===== src/rtl/sr_cmd_pkg.sv =====
// sr_cmd_pkg: shared debounce FSM state encoding and conflict counter width for sr_cmd_gen
package sr_cmd_pkg;
  typedef enum logic [1:0] {
    IDLE         = 2'd0,
    PRESS_WAIT   = 2'd1,
    PRESSED      = 2'd2,
    RELEASE_WAIT = 2'd3
  } db_state_t;
  localparam int CONFLICT_CNT_W = 8;
endpackage


===== src/rtl/sr_cmd_gen_btn_debounce.sv =====
// btn_debounce: 2-flop synchroniser + debounce FSM, one registered accept strobe per debounced press
// Ports: clk, rst_n (async active-low), btn (raw async button), accept (one-cycle press strobe)
module btn_debounce
  import sr_cmd_pkg::*;
#(
  parameter int DEBOUNCE_CYCLES = 4
) (
  input  logic clk,
  input  logic rst_n,
  input  logic btn,
  output logic accept
);
  localparam int W = $clog2(DEBOUNCE_CYCLES);
  localparam logic [W-1:0] CNT_MAX = W'(DEBOUNCE_CYCLES - 1);
  localparam logic [W-1:0] CNT_ONE = W'(1);
  logic [1:0] sync_q;
  logic sync;
  db_state_t state, state_d;
  logic [W-1:0] cnt, cnt_d;
  logic accept_d;
  assign sync = sync_q[1];
  always_ff @(posedge clk or negedge rst_n) begin
    if (!rst_n) begin
      sync_q <= '0;
      state  <= IDLE;
      cnt    <= '0;
      accept <= 1'b0;
    end else begin
      sync_q <= {sync_q[0], btn};
      state  <= state_d;
      cnt    <= cnt_d;
      accept <= accept_d;
    end
  end
  // cnt only increments below CNT_MAX, so it saturates instead of wrapping
  always_comb begin
    state_d  = state;
    cnt_d    = cnt;
    accept_d = 1'b0;
    case (state)
      IDLE: if (sync) begin
        state_d = PRESS_WAIT;
        cnt_d   = CNT_ONE;
      end
      PRESS_WAIT: if (!sync) begin
        state_d = IDLE;
        cnt_d   = '0;
      end else if (cnt == CNT_MAX) begin
        state_d  = PRESSED;
        cnt_d    = '0;
        accept_d = 1'b1;
      end else cnt_d = cnt + 1'b1;
      PRESSED: if (!sync) begin
        state_d = RELEASE_WAIT;
        cnt_d   = CNT_ONE;
      end
      RELEASE_WAIT: if (sync) begin
        state_d = PRESSED;
        cnt_d   = '0;
      end else if (cnt == CNT_MAX) begin
        state_d = IDLE;
        cnt_d   = '0;
      end else cnt_d = cnt + 1'b1;
      default: state_d = IDLE;
    endcase
  end
endmodule


===== src/rtl/sr_cmd_gen.sv =====
// sr_cmd_gen: debounced set/reset buttons -> mutually exclusive one-cycle S/R commands for sr_ff
// Ports: clk, rst_n (async active-low), btn_set, btn_reset (raw buttons),
//        S, R (one-cycle commands), conflict (both accepted together, both dropped),
//        conflict_cnt (saturating conflict count, only with SR_CMD_GEN_CONFLICT_CNT_EN defined)
module sr_cmd_gen
  import sr_cmd_pkg::*;
#(
  parameter int DEBOUNCE_CYCLES = 4
) (
  input  logic clk,
  input  logic rst_n,
  input  logic btn_set,
  input  logic btn_reset,
  output logic S,
  output logic R,
  output logic conflict
`ifdef SR_CMD_GEN_CONFLICT_CNT_EN
  ,output logic [CONFLICT_CNT_W-1:0] conflict_cnt
`endif
);
  logic set_acc, rst_acc;
  btn_debounce #(.DEBOUNCE_CYCLES(DEBOUNCE_CYCLES)) u_set (
    .clk(clk), .rst_n(rst_n), .btn(btn_set), .accept(set_acc)
  );
  btn_debounce #(.DEBOUNCE_CYCLES(DEBOUNCE_CYCLES)) u_reset (
    .clk(clk), .rst_n(rst_n), .btn(btn_reset), .accept(rst_acc)
  );
  // simultaneous accepts are both dropped so S=R=1 can never reach the flip-flop
  always_ff @(posedge clk or negedge rst_n) begin
    if (!rst_n) begin
      S        <= 1'b0;
      R        <= 1'b0;
      conflict <= 1'b0;
    end else begin
      S        <= set_acc & ~rst_acc;
      R        <= rst_acc & ~set_acc;
      conflict <= set_acc & rst_acc;
    end
  end
`ifdef SR_CMD_GEN_CONFLICT_CNT_EN
  always_ff @(posedge clk or negedge rst_n) begin
    if (!rst_n) conflict_cnt <= '0;
    else if (conflict && conflict_cnt != '1) conflict_cnt <= conflict_cnt + 1'b1;
  end
`endif
endmodule

===== config.mk =====
export PLATFORM = sky130hd
export DESIGN_NAME = sr_cmd_gen
export DESIGN_NICKNAME = d
export VERILOG_FILES = /design/src/rtl/sr_cmd_pkg.sv /design/src/rtl/sr_cmd_gen_btn_debounce.sv /design/src/rtl/sr_cmd_gen.sv
export SDC_FILE = /design/constraint.sdc
export NUM_CORES = 1
export LEC_CHECK = 0
export BUFFER_PORTS_ARGS = -buffer_cell sky130_fd_sc_hd__buf_2
export CORE_MARGIN = 2
export CORE_UTILIZATION = 45
export DETAILED_ROUTE_END_ITERATION = 8
export GPL_TIMING_DRIVEN = 0
export SETUP_SLACK_MARGIN = 0.4
export SKIP_CTS_REPAIR_TIMING = 1
export SLEW_MARGIN = 15
export SYNTH_ARGS = -nofsm -noshare
export SYNTH_HDL_FRONTEND = slang
export SYNTH_SLANG_ARGS = --single-unit

===== constraint.sdc =====
create_clock -name clk -period 2.3 [get_ports clk]
set_input_delay 0.46 -clock clk [delete_from_list [all_inputs] [get_ports clk]]
set_output_delay 0.46 -clock clk [all_outputs]
set_load 0.01 [all_outputs]

==> run summary, run 1 <==
The count of nets left with antenna violations once routing finished came out at 0. For the pin with the worst max-slew slack, the measured transition is 0.3519 ns. The minimum setup slack among reg-to-reg paths is 1.13 ns.

Counting flops and latches in the post-synthesis netlist gives 17. The clock arrives with 0.002529 ns of skew. The dominant combinational cell family by area after synthesis is simple AND/OR/NAND/NOR gates. Counting every sink on the clock net gives 17. The time the final worst path needs with I/O delays and setup came out at 1.245 ns. The H-tree depth reported by CTS was 1.

For this design, the slowest cell found on the critical path is sky130_fd_sc_hd__dfrtp_1. Summing all placed instances gives a cell area of 665.6 um2. The share of layout cells above drive strength 1 was 0.2308; the adder-cell share of the synthesized area was 0.04057. The growth of design area from synthesis to finish works out to 12.17%. The setup path with the least slack is of type reg2out. Synthesis produced a netlist whose cell count is 42. For the headroom to the max-slew limit, the log shows 0.7654.

The tools report the capturing element type of the critical path as a primary output. The final clock period utilization by the worst path is 0.5411, and the die footprint is 0.001683 mm2. Starting utilization of the core area: 0.4800.

For the number of search-and-repair iterations in the first detailed-routing pass, the log shows 2. The floorplan has 13 rows. For this run, the top clock speed supported by timing is 803.5 MHz.

The complex-gate fraction of the synthesized area is 0.04057. At the worst endpoint, the required time is 1.84 ns. The wire-length estimate of the detail-placed layout is 673.8 um. The detailed-route DRC error count came out at 0. The port buffer count is 6, and the synthesized-area fraction occupied by xor and xnor cells is 0.04057.

The number of global-route vias before repair is 349, and the number of filler cells placed in the layout is 116. For this run, the slowest stage of the critical path takes 0.37 ns. Die span in y: 41.03 um. Sequential fraction of the synthesis area: 0.6897. The part of the total power dissipated in the clock network is 0.192, and the arrival time at the worst endpoint is 0.78 ns. Dividing the detail-routed wire length by the instance count gives 12.57 um. The total of max-cap violations came out at 0. TritonCTS built the clock tree. The longest clock path from root to sink contains 2 buffers. After floorplanning, the core was sized to cover 0.001285 mm2. The number of inserted diodes is 0, and the internal cell power is 539.6 uW.

The tools report the footprint of the multi-input gates as 191.4 um2. In this run, placement finished with an instance count of 63. The number of top-level pins was 7; the netlist area before placement was 616.8 um2. The worst reg2reg path depth works out to 3.

The first global-routing pass estimated 1.400 mm of wire. The run gives 0 as the final global-route overflow total. The number of design-rule violations left by the first detailed-router iteration came out at 6.

The origin of the critical flop-to-flop path is u_reset.cnt[0]$_DFFE_PN0P_. The average via count per standard cell came out at 5.030. The count of endpoints failing setup in the final report came out at 0.

Registers take 425.4 um2. During synthesis, Yosys emitted a total of 0 warnings. After clock tree synthesis, the clock-pin slew on the worst setup and hold paths is 0.08 ns. The final cell count without fillers came out at 67. The fraction of the mapped netlist area in simple logic gates came out at 0.1197. The count of nets after finishing came out at 59.

The number of buffers added by the clock tree synthesis step was 3. The fraction of power spent switching nets works out to 0.2920. After synthesis, the netlist uses 13 different library cells. The sum of buffers and inverters on the critical path came out at 1.

Entering global routing, the biggest net connects 18 pins. The proportion of synthesized area in mux cells is 0.06897. The sequential power share is 0.568, and the proportion of power drawn by combinational gates is 0.239. For the overall routing resource usage, the log shows 0.1424. The run finished with clean final reports. In this run the power density over the cells is 1102 mW/mm2.

The worst setup path is launched from a flop. Walking the worst path, the cells encountered are buf_2. A synthesized cell averages 14.69 um2. The tools report the setup total negative slack as 0 ns. For the weighted congestion at the end of routability-driven global placement, the log shows 0.6002.

The highest net fanout along the worst path was 1. The worst ir drop on vdd was 556.9 uV; the wire length reported by the detailed router was 842 um. For the post-route cell area, the log shows 691.9 um2.

The worst hold path belongs to the class in2async. The via count is 337. For the hold violation total from the final report, the log shows 0. The tree is rooted in a sky130_fd_sc_hd__clkbuf_4. Broken down by cell family, the worst path's largest delay share belongs to flip-flops.

The post-synthesis net count was 48. Setup repair after global routing left no endpoint under its margin. The logs give 0.28 ns for the insertion delay of the later-clocked pin in the worst-skew pair and 0 for the max-slew violation count. The run gives 222.5 uW as the reported net switching power.

The die is 41.03 um wide. The tools report the static leakage as 0.0003368 uW. The number of antenna violations at the first check in global routing came out at 0.
[how the worst max path moves through the flow]
| stage | from | to | cells after the start |
|---|---|---|---|
| detailed placement | u_reset.cnt[0]$_DFFE_PN0P_ | flop | 3 |
| CTS | R$_DFF_PN0_ | R | 1 |
| global placement | u_set.cnt[0]$_DFFE_PN0P_ | flop | 3 |
| global route | R$_DFF_PN0_ | R | 1 |
| finish | R$_DFF_PN0_ | R | 1 |
| floorplan | u_reset.cnt[0]$_DFFE_PN0P_ | flop | 3 |
[cells in the mapped netlist]
master / count / share of area
sky130_fd_sc_hd__dfrtp_1: 17 / 0.69
sky130_fd_sc_hd__nand2_1: 4 / 0.024
sky130_fd_sc_hd__and2_1: 3 / 0.030
sky130_fd_sc_hd__ha_1: 2 / 0.041
sky130_fd_sc_hd__mux2_2: 2 / 0.037
sky130_fd_sc_hd__mux2i_1: 2 / 0.032
sky130_fd_sc_hd__nand2b_1: 2 / 0.020
sky130_fd_sc_hd__nor2b_1: 2 / 0.020
sky130_fd_sc_hd__nor3b_1: 2 / 0.024
sky130_fd_sc_hd__o21a_1: 2 / 0.024
sky130_fd_sc_hd__o21ai_0: 2 / 0.016
sky130_fd_sc_hd__xor2_1: 1 / 0.014
sky130_fd_sc_hd__xor2_2: 1 / 0.026
[layout make-up]
cell class	instances	area share
clock buffer	4	0.03797
multi-input combinational	25	0.2767
sequential	17	0.6148
tap	15	0.02712
timing repair buffer	6	0.04340
[per-layer routing]
| metal | global-route usage | vias to the layer above | share of wire |
|---|---|---|---|
| met5 | 0 | - | 0 |
| met1 | 0.1286 | 164 | 0.39 |
| li1 | - | 160 | - |
| met3 | 0.04891 | 2 | 0.061 |
| met2 | 0.2578 | 11 | 0.53 |
| met4 | 0.1000 | 0 | 0.014 |
[cell usage in the layout (no fill, tap or decap), drive strengths merged]
cell type,n
clkbuf,4
nand2b,2
o21a,2
mux2i,2
mux2,2
o21ai,2
nand2,4
dfrtp,17
buf,6
and2,3
ha,2
nor3b,2
xor2,2
nor2b,2
[power groups by stage]
stage	Sequential, uW	Combinational [uW]	Clock [uW]
after global placement	428	162	0
final	433	182	147
after global routing	445	212	170
after detailed placement	441	186	0
after CTS	434	190	153
after floorplan	426	143	0
[worst reg2reg max path, stage by stage (launching register included)]
cell                      delay (ns)
sky130_fd_sc_hd__dfrtp_1        0.41
sky130_fd_sc_hd__ha_1           0.22
sky130_fd_sc_hd__nand2_1        0.10
sky130_fd_sc_hd__mux2_2         0.33
[metrics by stage]
| step | hold WS, ns | setup slack [ns] | total power [uW] | utilization |
|---|---|---|---|---|
| after floorplan | 0.1644 | 1.198 | 568.2 | - |
| after detailed placement | 0.3347 | 1.120 | 627.0 | 0.5180 |
| after global routing | 0.08535 | 1.007 | 827.0 | 0.5385 |
| final | 0.07487 | 1.055 | 762.2 | 0.5385 |
| after CTS | 0.08260 | 1.040 | 776.8 | 0.5385 |
| after global placement | 0.3325 | 1.175 | 590.1 | 0.5180 |
[kinds of logic after synthesis]
family	count (synthesis)
adder cells (fa/ha/maj)	2
XOR/XNOR	2
AO/OA/AOI/OAI	4
AND/OR/NAND/NOR	13
flip-flops	17
multiplexers	4
Note: power is estimated with default switching activity, not from simulation.
==> run 2, diff against run 1 <==
ABC_AREA = 1   (was default)
clock period = 1.2 ns   (was 2.3 ns; I/O delays follow)
==> run 2 against run 1 <==
Sequential share of layout area shrank 12 points. Via count grew 36%. Utilization increased by 11 points. Critical endpoint is now conflict. Clock skew decreased by 0.0013 ns. Area after synthesis up 7.5%. Clock-buffer cell count is the same. Wire length is 21% higher. Highest routed layer unchanged. Flip-flop and latch count is the same. Worst setup slack got worse by 0.89 ns. Total power grew 150%. Synthesized cell count rose by 64%. Critical path type unchanged.
==> run summary, run 2 <==
The post-synthesis net count came out at 75 (+56%). The count of flip-flops with a built-in enable after synthesis is 0 (unchanged). The worst reg2reg path depth is 5 (+2), and the total of warnings raised by yosys is 0 (unchanged). For the max-slew violation count, the log shows 0 (unchanged). The global-route wire length before repair is 1.635 mm (+17%), and the clock transition at the register clock pins on the worst setup and hold paths after CTS is 0.09 ns (about the same).

The data required time of the critical path was 0.96 ns (-0.88 ns); the number of top-level pins was 7 (unchanged). The routed design could run at a clock period as short as 1.030 ns. The logs give 0 ns (unchanged) for the setup total negative slack and 0 (unchanged) for the number of routed nets with antenna violations.

The overall die width works out to 42.39 um (+3.3%). After synthesis, the cell types taking the most area are sky130_fd_sc_hd__dfrtp_1 64%, sky130_fd_sc_hd__nand2_1 9.1%, sky130_fd_sc_hd__inv_1 7.9%. Total of max-cap violations: 0 (unchanged). The transition time at the pin with the least slew margin is 0.3601 ns (+0.008197 ns), and the H-tree depth reported by CTS is 1 (unchanged).

The run gives 0.0004793 uW (+42%) as the static leakage. The total power consumption of the routed design is 1874 uW (+150%). Traced cell by cell, the critical path runs through buf_2.

The logs give 0.7476 (+25%) for the weighted congestion at the end of routability-driven global placement and 69 (+64%) for the cell count after synthesis. The insertion delay of the later-clocked pin in the worst-skew pair is 0.29 ns (about the same). The logic depth of the worst path, buffers included works out to 1 (unchanged). In the synthesized netlist the dominant register cell turns out to be sky130_fd_sc_hd__dfrtp_1.

The number of global-route vias before repair is 378 (+8.3%). The fraction of power spent switching nets was 0.3622 (+0.07023). By count the netlist is led by 17 x sky130_fd_sc_hd__dfrtp_1, 16 x sky130_fd_sc_hd__nand2_1, 14 x sky130_fd_sc_hd__inv_1. Post-route worst setup slack: 0.1704 ns (-0.8850 ns).

STA classifies the critical path startpoint as a flop. The depth of the worst hold-timing path is 1, and the sequential power share is 0.473 (-0.095). The number of search-and-repair iterations in the first detailed-routing pass was 2 (unchanged). For the hold violation total from the final report, the log shows 0 (unchanged). The run gives 0.6415 (-0.04815) as the sequential fraction of the synthesis area. The run gives 2 (unchanged) as the buffer depth of the longest clock path.

The worst ir drop on vdd is 1056 uV (+90%). The number of inserted diodes came out at 0 (unchanged). The average via count per standard cell came out at 4.673 (-7.1%).

The flow ran to the end, and the final reports show no timing, DRC or antenna violations. The logs give 655.1 um (-2.8%) for the detailed-placement wirelength estimate and 0.1290 (-0.01339) for the overall routing resource usage. The core footprint came out at 0.001334 mm2 (+3.8%). The startpoint identified for the worst register-to-register timing path is u_set.cnt[1]$_DFFE_PN0P_. Setup repair after global routing could not meet its margin everywhere.

The clock root buffer is sky130_fd_sc_hd__clkbuf_4. The minimum setup slack after placement was 0.2432 ns (-0.8765 ns). The cell type contributing the most total cell area after synthesis was sky130_fd_sc_hd__dfrtp_1. The timing startpoint of the critical path was conflict$_DFF_PN0_.

The run gives 0.79 ns (about the same) as the arrival time at the worst endpoint. In the layout the commonest cells are 16 x sky130_fd_sc_hd__dfrtp_1, 11 x sky130_fd_sc_hd__inv_1, 11 x sky130_fd_sc_hd__nand2_1. The number of distinct library cells after synthesis was 11 (-2).

The die footprint was 0.001796 mm2 (+6.7%); the count of endpoints failing setup in the final report was 0 (unchanged). Sum of buffers and inverters on the critical path: 1 (unchanged). Final cell count without fillers: 98 (+46%). The top cell type's share of synthesized area works out to 0.6415 (-0.04815). Mean area per synthesized cell: 9.611 um2 (-35%). The wire length reported by the detailed router was 1.016 mm (+21%); the reported net switching power was 678.8 uW (+210%). The path type of the worst min-delay path was in2reg. The run gives 90 (+43%) as the post-placement cell count. TritonCTS built the clock tree. The average detailed-routed wire length per instance works out to 10.37 um (-18%). The post-route cell area came out at 868.3 um2 (+25%). The headroom to the max-slew limit was 0.7599 (-0.005465); the starting utilization of the core area was 0.4972 (+0.01715).

The tools report the pin count of the biggest net entering global routing as 18 (unchanged). The proportion of power drawn by combinational gates was 0.366 (+0.127). Highest net fanout along the worst path: 1 (unchanged). The tools report the number of buffers added by the clock tree synthesis step as 3 (unchanged). Number of core rows: 13 (unchanged). The fraction of registers with async set or reset after synthesis came out at 1.000 (unchanged). The die span in y was 42.39 um (+3.3%). The count of nets after finishing was 90 (+53%); the detailed-route DRC error count was 0 (unchanged).

Capturing element type of the critical path: a primary output. Sink count of the clock tree: 17 (unchanged). The most common cell in the synthesized netlist is sky130_fd_sc_hd__dfrtp_1. The largest individual stage delay along the critical path comes from the cell sky130_fd_sc_hd__dfrtp_1. Power density normalized to cell area: 2158 mW/mm2 (+96%). The number of synthesized register bits works out to 17 (unchanged).

Internal cell power: 1195 uW (+120%). The area growth from synthesis to layout is 30.94%. The share of layout cells above drive strength 1 is 0.4096 (+0.1789), and the worst clock skew is 0.001265 ns (-0.001264 ns).

The tools report the number of design-rule violations left by the first detailed-router iteration as 2 (-4). The port buffer count is 6 (unchanged), and the delay of the slowest critical-path stage is 0.37 ns (about the same). The number of antenna violations at the first check in global routing is 0 (unchanged). The final clock period utilization by the worst path was 0.8580. The worst hold path begins at btn_reset. The part of the total power dissipated in the clock network was 0.161 (-0.031).

The cell family contributing the most delay on the critical path was flip-flops. The library cell used most frequently in the layout, excluding fill and tap cells, is sky130_fd_sc_hd__dfrtp_1. The via count is 458 (+36%), and the number of filler cells placed in the layout is 110 (-5.2%). The netlist area before placement is 663.1 um2 (+7.5%).

Type of the setup path with the least slack: reg2out. Based on the critical path, the design can be clocked at up to 971.3 MHz. The post-place instance area was 721.9 um2 (+8.5%). The run gives 0 (unchanged) as the final global-route overflow total.
==> run 2: cell count changes after synthesis, moves of 3 or more <==
cell                      delta
sky130_fd_sc_hd__inv_1      +14
sky130_fd_sc_hd__nand3_1     +4
sky130_fd_sc_hd__and2_1      -3
sky130_fd_sc_hd__nand2_1    +12
sky130_fd_sc_hd__nor2_1      +6
sky130_fd_sc_hd__nand2_2     +3
==> run 2: worst paths after layout <==
check,endpoint,slack (ns)
worst max-delay path,conflict,0.17
worst min-delay path,u_reset.sync_q[0]$_DFF_PN0_,0.05
worst max register to register,u_set.cnt[1]$_DFFE_PN0P_,0.26
worst min register to register,u_set.sync_q[1]$_DFF_PN0_,0.36
max in group asynchronous,async pin,0.54
min in group asynchronous,u_reset.cnt[1]$_DFFE_PN0P_,0.38
==> run 2: kinds of logic (layout without fill, tap and decap cells) <==
kind of cell | Yosys count | in the layout | share of synthesized area
simple gates | 29 | 29 | 0.1830
fa+ha+maj | 2 | 2 | 0.03773
compound gates | 6 | 6 | 0.05282
buf+inv | 15 | 29 | 0.08490
flops | 17 | 17 | 0.6415
==> run 2: final cells by class <==
class	instances	area, um2	share of cell area
flip-flops and latches	17	426.7	0.4914
multi-input cells	37	274.0	0.3156
repair buffers	10	66.31	0.07637
inverters	15	56.30	0.06484
clock buffers	4	26.28	0.03026
well taps	15	18.77	0.02161
==> run 2: per-layer routing <==
metal / vias up / track usage / wire, um / part of all wire
li1: 235 / - / - / -
met1: 212 / 0.1667 / 451 / 0.44
met2: 7 / 0.1815 / 497 / 0.49
met3: 4 / 0.03879 / 37 / 0.036
met4: 0 / 0.09375 / 29 / 0.029
met5: - / 0 / 0 / 0
==> run 2: per-stage QoR <==
step | util | hold slack [ns]
final | 0.6510 | 0.04988
after global routing | 0.6510 | 0.03361
after CTS | 0.5610 | -0.1424
after detailed placement | 0.5413 | 0.1754
after global placement | 0.5413 | 0.1771
after floorplan | - | -0.05559
==> run 2: power by group through the flow <==
stage               sequential, uW  combinational, uW  clock (uW)
finish                         886                686         301
global route                   905                781         338
CTS                            834                426         309
detailed placement             847                426           0
global placement               841                411           0
floorplan                      824                342           0
